<file path="config.mk">
export PLATFORM = sky130hd
export DESIGN_NAME = mem_bus_arbiter
export DESIGN_NICKNAME = d
export VERILOG_FILES = /design/src/rtl/mem_bus_arbiter.sv
export SDC_FILE = /design/constraint.sdc
export NUM_CORES = 1
export LEC_CHECK = 0
export BUFFER_PORTS_ARGS = -buffer_cell sky130_fd_sc_hd__clkbuf_2
export CORE_AREA = 2 2 107 109
export CTS_BUF_LIST = sky130_fd_sc_hd__clkbuf_8
export CTS_CLUSTER_DIAMETER = 80
export CTS_CLUSTER_SIZE = 12
export DETAILED_ROUTE_END_ITERATION = 8
export DIE_AREA = 0 0 109 111
export GPL_TIMING_DRIVEN = 0
export HOLD_SLACK_MARGIN = 0.06
export PLACE_DENSITY = 0.51
export RECOVER_POWER = 100
export SLEW_MARGIN = 0
export SYNTH_ARGS = -nofsm -noshare
export SYNTH_HDL_FRONTEND = slang
export SYNTH_SLANG_ARGS = --single-unit
</file>
<file path="constraint.sdc">
create_clock -name clk -period 1.7 [get_ports clk]
set_input_delay 0.255 -clock clk [delete_from_list [all_inputs] [get_ports clk]]
set_output_delay 0.255 -clock clk [all_outputs]
set_load 0.02 [all_outputs]
</file>
<file path="src/rtl/mem_bus_arbiter.sv">
// Two-host to one-agent Avalon-MM arbiter: round-robin, registered grant, one transfer per grant.
// Optional counters are built when ARB_STATS_EN is defined.
module mem_bus_arbiter #(
  parameter int ADDR_W     = 32,
  parameter int DATA_W     = 32,
  parameter bit PRIORITY_D = 1'b1
) (
  input  logic                clk,
  input  logic                rst,
`ifdef ARB_STATS_EN
  output logic [31:0]         stat_grants_i,
  output logic [31:0]         stat_grants_d,
  output logic [31:0]         stat_contention,
  output logic [31:0]         stat_agent_stall,
`endif
  output logic [1:0]          dbg_state,
  input  logic [ADDR_W-1:0]   i_address,
  input  logic                i_read,
  output logic [DATA_W-1:0]   i_agent_to_host,
  output logic                i_waitrequest,
  input  logic [ADDR_W-1:0]   d_address,
  input  logic                d_read,
  input  logic                d_write,
  input  logic [DATA_W/8-1:0] d_byteenable,
  input  logic [DATA_W-1:0]   d_host_to_agent,
  output logic [DATA_W-1:0]   d_agent_to_host,
  output logic                d_waitrequest,
  output logic [ADDR_W-1:0]   m_address,
  output logic                m_read,
  output logic                m_write,
  output logic [DATA_W/8-1:0] m_byteenable,
  output logic [DATA_W-1:0]   m_host_to_agent,
  input  logic [DATA_W-1:0]   m_agent_to_host,
  input  logic                m_waitrequest
);

  // Handshake: a transfer completes on a cycle where the host request is high
  // and its waitrequest is low; while waitrequest is high the host holds its request.

  localparam logic [1:0] IDLE    = 2'd0;
  localparam logic [1:0] GRANT_I = 2'd1;
  localparam logic [1:0] GRANT_D = 2'd2;

  logic [1:0] state;
  logic [1:0] state_nxt;
  logic       last_grant;
  logic       have_history;
  logic       req_i;
  logic       req_d;
  logic       pick_d;
  logic       done_i;
  logic       done_d;

  assign req_i     = i_read;
  assign req_d     = d_read | d_write;
  assign done_i    = (state == GRANT_I) && req_i && !m_waitrequest;
  assign done_d    = (state == GRANT_D) && req_d && !m_waitrequest;
  assign dbg_state = state;

  // Until the first completion after reset there is no history to rotate from.
  always_comb begin
    pick_d = req_d;
    if (req_i && req_d) begin
      pick_d = have_history ? ~last_grant : PRIORITY_D;
    end
  end

  always_comb begin
    state_nxt = IDLE;
    case (state)
      IDLE: begin
        if (req_i || req_d) state_nxt = pick_d ? GRANT_D : GRANT_I;
      end
      GRANT_I: begin
        if (!req_i)              state_nxt = IDLE;
        else if (m_waitrequest)  state_nxt = GRANT_I;
        else                     state_nxt = req_d ? GRANT_D : IDLE;
      end
      GRANT_D: begin
        if (!req_d)              state_nxt = IDLE;
        else if (m_waitrequest)  state_nxt = GRANT_D;
        else                     state_nxt = req_i ? GRANT_I : IDLE;
      end
      default: state_nxt = IDLE;
    endcase
  end

  always_ff @(posedge clk) begin
    if (rst) begin
      state        <= IDLE;
      last_grant   <= PRIORITY_D;
      have_history <= 1'b0;
    end else begin
      state <= state_nxt;
      if (done_i || done_d) begin
        last_grant   <= done_d;
        have_history <= 1'b1;
      end
    end
  end

  assign i_agent_to_host = m_agent_to_host;
  assign d_agent_to_host = m_agent_to_host;

  always_comb begin
    m_address       = '0;
    m_read          = 1'b0;
    m_write         = 1'b0;
    m_byteenable    = '0;
    m_host_to_agent = '0;
    i_waitrequest   = 1'b1;
    d_waitrequest   = 1'b1;
    case (state)
      GRANT_I: begin
        m_address     = i_address;
        m_read        = i_read;
        m_byteenable  = '1;
        i_waitrequest = m_waitrequest;
      end
      GRANT_D: begin
        m_address       = d_address;
        m_read          = d_read;
        m_write         = d_write;
        m_byteenable    = d_byteenable;
        m_host_to_agent = d_host_to_agent;
        d_waitrequest   = m_waitrequest;
      end
      default: ;
    endcase
  end

`ifdef ARB_STATS_EN
  always_ff @(posedge clk) begin
    if (rst) begin
      stat_grants_i    <= '0;
      stat_grants_d    <= '0;
      stat_contention  <= '0;
      stat_agent_stall <= '0;
    end else begin
      if (done_i && (stat_grants_i != '1)) stat_grants_i <= stat_grants_i + 32'd1;
      if (done_d && (stat_grants_d != '1)) stat_grants_d <= stat_grants_d + 32'd1;
      if (req_i && req_d && (i_waitrequest || d_waitrequest) && (stat_contention != '1))
        stat_contention <= stat_contention + 32'd1;
      if ((state != IDLE) && m_waitrequest && (stat_agent_stall != '1))
        stat_agent_stall <= stat_agent_stall + 32'd1;
    end
  end
`endif

`ifndef SYNTHESIS
  a_i_held: assert property (@(posedge clk) disable iff (rst) (state == GRANT_I) |-> i_read);
  a_d_held: assert property (@(posedge clk) disable iff (rst) (state == GRANT_D) |-> req_d);
  a_d_rw:   assert property (@(posedge clk) disable iff (rst) !(d_read && d_write));
`endif

endmodule

</file>
======== Yosys cells after proc, flatten, opt, wreduce, memory -nomap -nowiden ========
Index checks and enable logic that the tools add are counted.
storage, ports and cells
  output and inout bits ................... 138
  register bits after elaboration ......... 4
  logic and storage cells ................. 34
  input bits .............................. 138
operators by class
  bitwise operators ....................... 2
  eq/ne operators ......................... 2
  muxes and demuxes ....................... 18
  reductions and logical operators ........ 9
operator list
  kind                  number
  $pmux W32 S2          1
  $mux W32              1
  $mux W2               7
  $pmux W4 S2           1
  $mux W1               6
  $pmux W2 S3           1
  $logic_and A1 B1 Y1   5
  $eq A2 B1 Y1 const B  1
  $eq A2 B2 Y1 const B  1
  $logic_not A2 Y1      1
  $logic_or A1 B1 Y1    2
  $pmux W1 S2           1
  $logic_not A1 Y1      1
  $not A1 Y1            1
  $or A1 B1 Y1          1

======== Depth between registers and ports, before layout ========
Gate-level depths: netlist of the first run.
  word-level depth ........................ 6
  depth in mapped cells ................... 6
  gate-level depth less buffers ........... 5

======== Least setup slack after synthesis of the first run ========
OpenSTA, ideal clock, no wires.
  kind .................................... register to output
  from .................................... register state[0] (netlist: dbg_state[0])
  to ...................................... output port m_address[0]
  data required time ...................... 1.445 ns
  arrival ................................. 1.507 ns
  stages on the path, launching flop included .. 5
  path buffers ............................ 1
  setup slack ............................. -0.062 ns
  path through ............................ dfxtp_1 inv_1 ha_1 clkbuf_1 nor2b_1
on the way
  word-level cells in the longest chain between the ends .. 2
  elaborated cells on any way between the ends .. 3
  those cells by class .................... 2 x eq/ne; 1 x mux
RTL lines
  element                                       RTL line  text
  from (decl)                                   44        logic [1:0] state;
  from (signal assigned)                        94        state <= state_nxt;
  $eq A2 B2 Y1 or $eq A2 B1 Y1 (tied branches)  113       case (state)
  $pmux W32 S2 *                                113
  to (decl)                                     28        output logic [ADDR_W-1:0] m_address,
Mark *: on every way between the ends. The rest lies on a longest branch, timed or not.

======== Final worst setup path of the first run ========
  from .................................... register state[0] (netlist: dbg_state[0])
  to ...................................... output port m_address[24]
The elaborated chain is that of the path after synthesis.

==> results of run 1 <==
## registers in the layout, indices dropped and copies added, names as in the netlist
register,count
last_grant,1
have_history,1
dbg_state,2
## through the flow
stage          hold WS (ns)  cell area (um2)  setup TNS (ns)  power, mW   util
4_1_cts               0.279             4330           -4.06       1.97  0.391
6_report              0.283             4550           -2.64       2.12  0.411
5_1_grt               0.298             4550           -4.95       2.24  0.411
2_1_floorplan         0.324             1600               0      0.794      -
3_5_place_dp          0.495             2990           -7.04       1.18  0.270
3_3_place_gp          0.485             2990           -6.63       1.17  0.270
## layer usage
metal | vias up | track usage | wire [um]
met5 | - | 0 | 0
li1 | 1187 | - | -
met2 | 128 | 0.250 | 4830
met1 | 1132 | 0.145 | 3030
met3 | 10 | 0.0153 | 574
met4 | 0 | 0.0154 | 106
## path summary, 6_finish.rpt
path / start / to / slack (ns) / cells past startpoint
worst max-delay path: dbg_state[0] / m_address[24] / -0.09 / 6
worst min-delay path: rst / dbg_state[1] / 0.28 / 2
worst max register to register: dbg_state[0] / dbg_state[1] / 0.21 / 6
worst min register to register: last_grant / last_grant / 0.50 / 2
## critical path, stage by stage (launching register included)
cell and delay (ns):
dfxtp_4 0.35, inv_4 0.05, buf_12 0.11, ha_4 0.38, buf_8 0.14, nor2b_2 0.13
clkbuf_8 0.15
## layout make-up
type	count	area, um2
well taps	143	179
flip-flops and latches	4	85.1
multi-input cells	128	1410
fillers	1121	6520
repair buffers	265	2120
clock buffers	3	41.3
inverters	4	17.5
plain buffers	78	693
## placed cells by master, fill, tap and decap left out, types with 5 or more instances in the layout
cell type    n
buf_8       61
clkbuf_8    17
nor2b_2      5
clkbuf_1    66
buf_6       10
a22oi_2     32
nor2b_4     31
and2_4      33
buf_4       74
buf_12       6
clkbuf_2   107
## power breakdown
part	internal, mW	switching [mW]	leakage [nW]
Combinational	1.04	0.781	2.03
Sequential	0.102	0.00797	0.0338
Clock	0.151	0.0454	0.0216
Total	1.29	0.835	2.08
## timing repair
action	in CTS	in global routing
setup buffers	10	1
hold endpoints to repair	0	0
setup endpoints to repair	71	71
gates resized for setup	254	123
gates cloned	9	2
pin swaps	12	10
## logic make-up after synthesis
family          count (synthesis)  synth area share
fa+ha+maj                       4            0.0329
flops                           4            0.0526
compound gates                 42             0.201
buf+inv                        83             0.374
simple gates                   82             0.339
==> summary.txt, run 1 <==
Run status
  • Status: finished with violations
  • Failing checks: setup timing

Floorplan
  • Die Y-Extent: around 110 um
  • Core area: between 10,000 and 15,000 um2
  • Starting density of the core: 0.137
  • DIE AREA: 12,100 um2
  • Die width: 109 um
  • IO Pins: 276
  • Row count: 39

Final layout
  • Final Non-Filler Cells: 625
  • Share of layout cells above drive strength 1: 0.817
  • Nets: between 600 and 700
  • # diodes: 0
  • P&R area growth vs syn: 199%

Timing
  • RSZ-0062 raised after global routing: yes
  • Final Hold Fails: 0
  • Max Clock Skew: approximately 0.0013 ns
  • Final WS setup: -0.0937 ns
  • Clock period minus worst slack: 1.79 ns
  • Final setup viols: 37
  • Slew Limit Headroom: 0.784
  • Fin. max-slew vios: 0
  • Worst Tran Pin Value: ~0.32 ns
  • F_max: between 0.5 and 0.6 GHz
  • Fin crit share: 1.06

Clock tree
  • H-tree lvl count: 1
  • CTS Buffer Depth: 2
  • Root buf cell: clkbuf_8
  • Clk slew on worst S/H paths: approximately 0.030 ns
  • Worst-Skew Late Latency: 0.21 ns
  • TritonCTS clock tree: yes
  • Number of CTS-inserted buffers: 3
  • Post-CTS Hold Fix Bufs: 0
  • Sink Count: 4

Drt
  • DR vias: 2,457
  • Post-route ant nets: 0
  • DRC violations left: 0
  • Pre-antenna DRT Iters: 4
  • WL per Instance: roughly 14 um
  • Detailed Route WL: between 8 and 9 mm
  • Post-DR vias/cell: about 4
  • DR iter-0 viols: 55

Global routing
  • Antenna violations before repair: 0
  • Largest net degree at the start of global routing: 11
  • GRT Residual Overflow: 0
  • Number of global-route vias before repair: 2,469
  • Total GRT Usage: 0.127
  • First-pass GRT wire length: around 12 mm

Synth
  • Synth Flop Type: dfxtp_1
  • Mapped Nets: between 300 and 400
  • Ys async rst share: 0
  • Register area share after synthesis: 0.0526
  • YS warnings: 0
  • Yosys reg bits: 4
  • Synth area leaders: buf_4 (33%), a22oi_1 (16%), nor2b_1 (15%)
  • Most numerous cell in the Yosys netlist: buf_4
  • Synthesized area: between 1500 and 2000 um2
  • Synth top cells by count: buf_4 (67), nor2b_1 (37), and2_1 (34)
  • Syn avg cell area: a little over 7 um2
  • Cell taking the most area after synthesis: buf_4
  • Number of distinct library cells after synthesis: 22
  • Top-area cell type share of the netlist area: 0.331
  • Instance count of the mapped netlist: approximately 220
  • Post-synth EDFFs: 0

Power and ir drop
  • Pwr Density: roughly 470 nW/um2
  • Max VDD drop: 0.318 mV
  • P_leak: about 2.1 nW

Setup path
  • Req. time, crit path: roughly 1.4 ns
  • Critical path startpoint category: register
  • CP max FO: 8
  • CP arrival: roughly 1.5 ns
  • CP Capture Type: primary output
  • CP Class: register to primary output

Placement
  • Routability Congestion: between 0.7 and 0.8
  • Setup slack after placement: -0.282 ns
  • Placed instance count: roughly 600
  • Detailed placement HPWL: 5.92 mm
  • Port buffer count: 243

Job
  • Max-cap violations: 0

Worst hold path
  • Hold crit path type: input pin to register
No activity file was read; power rests on OpenSTA's default activity.
==> inputs of run 2 (changes only) <==
- MAX_ROUTING_LAYER: not set -> met4
==> run 2 against run 1 <==
  * The flow still finishes with violations (setup timing)
  * Sequential power barely moved
  * Sequential cell count did not move
  * Via count barely moved
  * Highest routed layer unchanged
  * Clock skew did not move
  * Sequential share of layout area did not move
  * Count of clock-buffer cells in the layout did not move
  * Largest power group unchanged
  * Combinational power barely moved
  * Hold slack did not move
  * First-iteration DRC count rose by 3.6%
  * Largest cell class unchanged
  * Utilization did not move
  * Non-clock buffer count did not move
==> summary.txt, run 2 (same netlist as run 1, synthesis figures left out) <==
Run status
  • Status: finished with violations
  • Failing checks: setup timing

Setup path
  • CP arrival: 1.53 ns (about the same)
  • Req. time, crit path: 1.44 ns (about the same)
  • Delay-heaviest family, CP: buffers and inverters
  • CP max FO: 8 (unchanged)
  • CP Class: register to primary output
  • CP Capture Type: primary output
  • Bufs and invs on worst path: 4 (unchanged)
  • Sequence of cells on the critical path: inv_4 -> buf_12 -> ha_4 -> buf_8 -> nor2b_2 -> clkbuf_8
  • Critical path startpoint category: register
  • CP max stage cell: ha_4
  • CP peak stage delay: 0.38 ns (about the same)

Placement
  • Setup slack after placement: -0.282 ns (unchanged)
  • Detailed placement HPWL: 5.92 mm (unchanged)
  • Placed cell area: 2990 um2 (unchanged)
  • Routability Congestion: 0.738 (+1.2%)
  • Placed instance count: 601 (unchanged)
  • Port buffer count: 243 (unchanged)

Global routing
  • GRT Residual Overflow: 0 (unchanged)
  • Total GRT Usage: 0.130 (+0.00339)
  • Number of global-route vias before repair: 2,470 (+0.041%)
  • First-pass GRT wire length: 12.2 mm (-0.11%)
  • Largest net degree at the start of global routing: 11 (unchanged)
  • Antenna violations before repair: 0 (unchanged)

Clock tree
  • Worst-Skew Late Latency: 0.21 ns (about the same)
  • Sink Count: 4 (unchanged)
  • TritonCTS clock tree: yes
  • Clk slew on worst S/H paths: 0.03 ns (about the same)
  • CTS Buffer Depth: 2 (unchanged)
  • Root buf cell: clkbuf_8
  • Number of CTS-inserted buffers: 3 (unchanged)
  • H-tree lvl count: 1 (unchanged)
  • Post-CTS Hold Fix Bufs: 0 (unchanged)

Final layout
  • Share of layout cells above drive strength 1: 0.817 (unchanged)
  • Filler cell count: 1,121 (unchanged)
  • Final Cell Area: 4550 um2 (unchanged)
  • Commonest non-fill, non-tap cell in the layout: clkbuf_2
  • Nets: 626 (unchanged)
  • # diodes: 0 (unchanged)
  • P&R area growth vs syn: 199% (unchanged)
  • Final Non-Filler Cells: 625 (unchanged)
  • Largest register FFs: 2 (unchanged)
  • Most frequent cells in the layout: clkbuf_2 (107), buf_4 (74), clkbuf_1 (66)
  • Post-layout util: 0.411 (unchanged)

Timing
  • Max Clock Skew: 0.00131 ns (unchanged)
  • Final Hold Fails: 0 (unchanged)
  • Final setup viols: 37 (unchanged)
  • F_max: 0.559 GHz (+0.30%)
  • Clock period minus worst slack: 1.79 ns (-0.00542 ns)
  • Fin Hold WS: 0.283 ns (unchanged)
  • Fin. max-slew vios: 0 (unchanged)
  • Final WS setup: -0.0883 ns (+0.00542 ns)
  • Worst Tran Pin Value: 0.325 ns (-0.000241 ns)
  • Setup Total Neg Slack: -2.46 ns (+0.182 ns)
  • Slew Limit Headroom: 0.784 (about the same)
  • Fin crit share: 1.05 (-0.00319)
  • RSZ-0062 raised after global routing: yes

Power and ir drop
  • Pwr Density: 466 nW/um2 (about the same)
  • Max VDD drop: 0.318 mV (about the same)
  • Tot Pwr: 2.12 mW (about the same)
  • P_leak: 2.08 nW (unchanged)

Drt
  • Post-route ant nets: 0 (unchanged)
  • DR iter-0 viols: 57 (+3.6%)
  • Pre-antenna DRT Iters: 4 (unchanged)
  • WL per Instance: 13.6 um (-0.15%)
  • DRC violations left: 0 (unchanged)
  • DR vias: 2,455 (-0.081%)
  • Post-DR vias/cell: 3.93 (about the same)
  • Detailed Route WL: 8.53 mm (-0.15%)

Worst hold path
  • Hold crit path type: input pin to register

Floorplan
  • Die width: 109 um (unchanged)
  • Die Y-Extent: 111 um (unchanged)
  • Row count: 39 (unchanged)
  • DIE AREA: 12,100 um2 (unchanged)
  • Core area: 11,100 um2 (unchanged)
  • Starting density of the core: 0.137 (unchanged)
  • IO Pins: 276 (unchanged)

Job
  • Max-cap violations: 0 (unchanged)
## run 2: power breakdown
part	switching, mW	leakage (nW)	internal [mW]
clock	0.0454	0.0216	0.151
sequential	0.00797	0.0338	0.102
combinational	0.780	2.03	1.04
## run 2: final cells by class
type,count,area [um2],share of cell area
multi-input cells,128,1410,0.310
clock buffers,3,41.3,0.00907
well taps,143,179,0.0393
plain buffers,78,693,0.152
repair buffers,265,2120,0.466
flip-flops and latches,4,85.1,0.0187
inverters,4,17.5,0.00385
## run 2: path summary, 6_finish.rpt
check	cells past startpoint	endpoint	from	slack (ns)
hold reg to reg	2	last_grant	last_grant	0.50
hold / removal	2	dbg_state[1]	rst	0.28
setup reg to reg	6	dbg_state[1]	dbg_state[0]	0.22
setup / recovery	6	m_address[24]	dbg_state[0]	-0.09
## run 2: layer usage
metal,track usage,up-vias,share of wire
met4,0.0154,0,0.012
met1,0.145,1128,0.35
li1,-,1189,-
met3,0.0153,10,0.068
met2,0.250,128,0.57
met5,-,-,0
## run 2: worst reg2reg max path: stages, from the launching register on
cell and delay (ns):
dfxtp_4 0.34, buf_4 0.14, ha_4 0.19, buf_4 0.14
and3b_1 0.19, a221oi_1 0.28, nor4_2 0.08
## run 2: timing repair
action / CTS / global route
pin swaps: 12 / 10
setup buffers: 10 / 1
gates resized for setup: 254 / 123
gates cloned: 9 / 2
endpoints found under the setup margin: 71 / 71
==> inputs of run 3 (changes only) <==
- SKIP_LAST_GASP: not set -> 1
==> run 3 against run 2 <==
  * Die area unchanged
  * The flow still finishes with violations (setup timing)
  * Global-route usage is 0.086 points lower
  * Critical path type unchanged
  * Utilization down 0.35 points
  * Largest power group unchanged
==> summary.txt, run 3 (same netlist as run 1, synthesis figures left out) <==
Final layout
  • Filler cell count: 1,134 (+1.2%)
  • Largest register FFs: 2 (unchanged)
  • Commonest non-fill, non-tap cell in the layout: clkbuf_2
  • Nets: 626 (unchanged)
  • P&R area growth vs syn: 197%
  • Most frequent cells in the layout: clkbuf_2 (107), buf_4 (74), clkbuf_1 (66)
  • # diodes: 0 (unchanged)
  • Final Non-Filler Cells: 625 (unchanged)
  • Share of layout cells above drive strength 1: 0.813 (-0.00415)

Floorplan
  • Die width: 109 um (unchanged)
  • Row count: 39 (unchanged)
  • Starting density of the core: 0.137 (unchanged)
  • IO Pins: 276 (unchanged)
  • Core area: 11,100 um2 (unchanged)
  • Die Y-Extent: 111 um (unchanged)
  • DIE AREA: 12,100 um2 (unchanged)

Timing
  • Max Clock Skew: 0.00131 ns (+0.000000180 ns)
  • Fin crit share: 1.05 (+0.00208)
  • Final setup viols: 37 (unchanged)
  • Final Hold Fails: 0 (unchanged)
  • Worst Tran Pin Value: 0.325 ns (-0.0000463 ns)
  • Final WS setup: -0.0918 ns (-0.00354 ns)
  • RSZ-0062 raised after global routing: yes
  • Clock period minus worst slack: 1.79 ns (+0.00354 ns)
  • F_max: 0.558 GHz (-0.20%)
  • Fin Hold WS: 0.285 ns (+0.00258 ns)
  • Fin. max-slew vios: 0 (unchanged)
  • Slew Limit Headroom: 0.785 (about the same)

Drt
  • DR iter-0 viols: 41 (-28%)
  • Pre-antenna DRT Iters: 4 (unchanged)
  • Post-route ant nets: 0 (unchanged)
  • Detailed Route WL: 8.59 mm (+0.68%)
  • DR vias: 2,440 (-0.61%)
  • DRC violations left: 0 (unchanged)
  • WL per Instance: 13.7 um (+0.68%)
  • Post-DR vias/cell: 3.90 (-0.61%)

Clock tree
  • Worst-Skew Late Latency: 0.21 ns (about the same)
  • Post-CTS Hold Fix Bufs: 0 (unchanged)
  • Clk slew on worst S/H paths: 0.03 ns (about the same)
  • TritonCTS clock tree: yes
  • Root buf cell: clkbuf_8
  • CTS Buffer Depth: 2 (unchanged)
  • H-tree lvl count: 1 (unchanged)
  • Sink Count: 4 (unchanged)
  • Number of CTS-inserted buffers: 3 (unchanged)

Setup path
  • CP Class: register to primary output
  • CP arrival: 1.54 ns (about the same)
  • Req. time, crit path: 1.44 ns (about the same)
  • CP Capture Type: primary output
  • Critical path startpoint category: register
  • CP max stage cell: dfxtp_4
  • CP peak stage delay: 0.34 ns (-0.04 ns)
  • CP max FO: 6 (-2)
  • Sequence of cells on the critical path: buf_4 -> ha_4 -> buf_8 -> buf_12 -> a22oi_2 -> nor2b_4 -> clkbuf_8

Placement
  • Placed instance count: 601 (unchanged)
  • Detailed placement HPWL: 5.92 mm (unchanged)
  • Port buffer count: 243 (unchanged)
  • Routability Congestion: 0.738 (unchanged)

Run status
  • Status: finished with violations
  • Failing checks: setup timing

Worst hold path
  • Hold crit path type: input pin to register

Global routing
  • First-pass GRT wire length: 12.1 mm (-0.68%)
  • Number of global-route vias before repair: 2,457 (-0.53%)
  • GRT Residual Overflow: 0 (unchanged)
  • Total GRT Usage: 0.129 (-0.000865)
  • Largest net degree at the start of global routing: 11 (unchanged)
  • Antenna violations before repair: 0 (unchanged)

Job
  • Max-cap violations: 0 (unchanged)

Power and ir drop
  • P_leak: 2.08 nW (-0.43%)
  • Max VDD drop: 0.318 mV (about the same)
  • Tot Pwr: 2.10 mW (-0.84%)
  • Pwr Density: 466 nW/um2 (about the same)
run 3: cell types whose count changed in the layout (fill, tap and decap cells not counted), sizes merged:
cell,delta
clkbuf,+8
buf,-8
run 3: area by class of cell:
| cell class | count | area [um2] | area share |
|---|---|---|---|
| sequential | 4 | 85.1 | 0.0188 |
| clock buffer | 3 | 41.3 | 0.00914 |
| buffer | 78 | 693 | 0.154 |
| tap | 143 | 179 | 0.0396 |
| multi-input combinational | 128 | 1410 | 0.311 |
| inverter | 4 | 17.5 | 0.00388 |
| timing repair buffer | 265 | 2090 | 0.464 |
run 3: critical path: cells and delay by family (launching register included):
| kind | cells | cell delay, ns |
|---|---|---|
| adders and majority gates | 1 | 0.18 |
| DFF | 1 | 0.34 |
| and+or+nand+nor | 1 | 0.06 |
| AOI/OAI and AO/OA | 1 | 0.17 |
| buffers and inverters | 4 | 0.56 |
run 3: final timing paths:
kind	startpoint	to	slack (ns)	depth (start not counted)
setup reg to reg	dbg_state[0]	dbg_state[1]	0.22	6
setup / recovery	dbg_state[0]	m_address[22]	-0.09	7
hold / removal	rst	dbg_state[1]	0.29	2
hold reg to reg	last_grant	last_grant	0.50	2
run 3: layer usage:
layer / share of wire / vias to the layer above / global-route usage / wire [um]
li1: - / 1188 / - / -
met1: 0.36 / 1114 / 0.143 / 3080
met2: 0.56 / 128 / 0.249 / 4810
met3: 0.067 / 10 / 0.0159 / 578
met4: 0.013 / 0 / 0.0154 / 113
met5: 0 / - / - / 0
run 3: timing repair:
item / CTS / global route
pin swaps: 12 / 10
buffers inserted: 10 / 1
gates cloned: 9 / 2
setup endpoints to repair: 71 / 71
resized for setup: 242 / 123
run 3: per-stage QoR:
step           setup WS (ns)  TNS (ns)   util  cell area (um2)
3_3_place_gp          -0.262     -6.63  0.270             2990
4_1_cts               -0.149     -4.11  0.386             4270
3_5_place_dp          -0.282     -7.04  0.270             2990
5_1_grt               -0.161     -5.13  0.408             4520
6_report             -0.0918     -2.45  0.408             4520
2_1_floorplan         0.0264         0      -             1600
run 3: report_power, final:
part | internal, mW | total (mW) | switching, mW
clock | 0.151 | 0.196 | 0.0454
sequential | 0.102 | 0.110 | 0.00798
combinational | 1.02 | 1.80 | 0.775
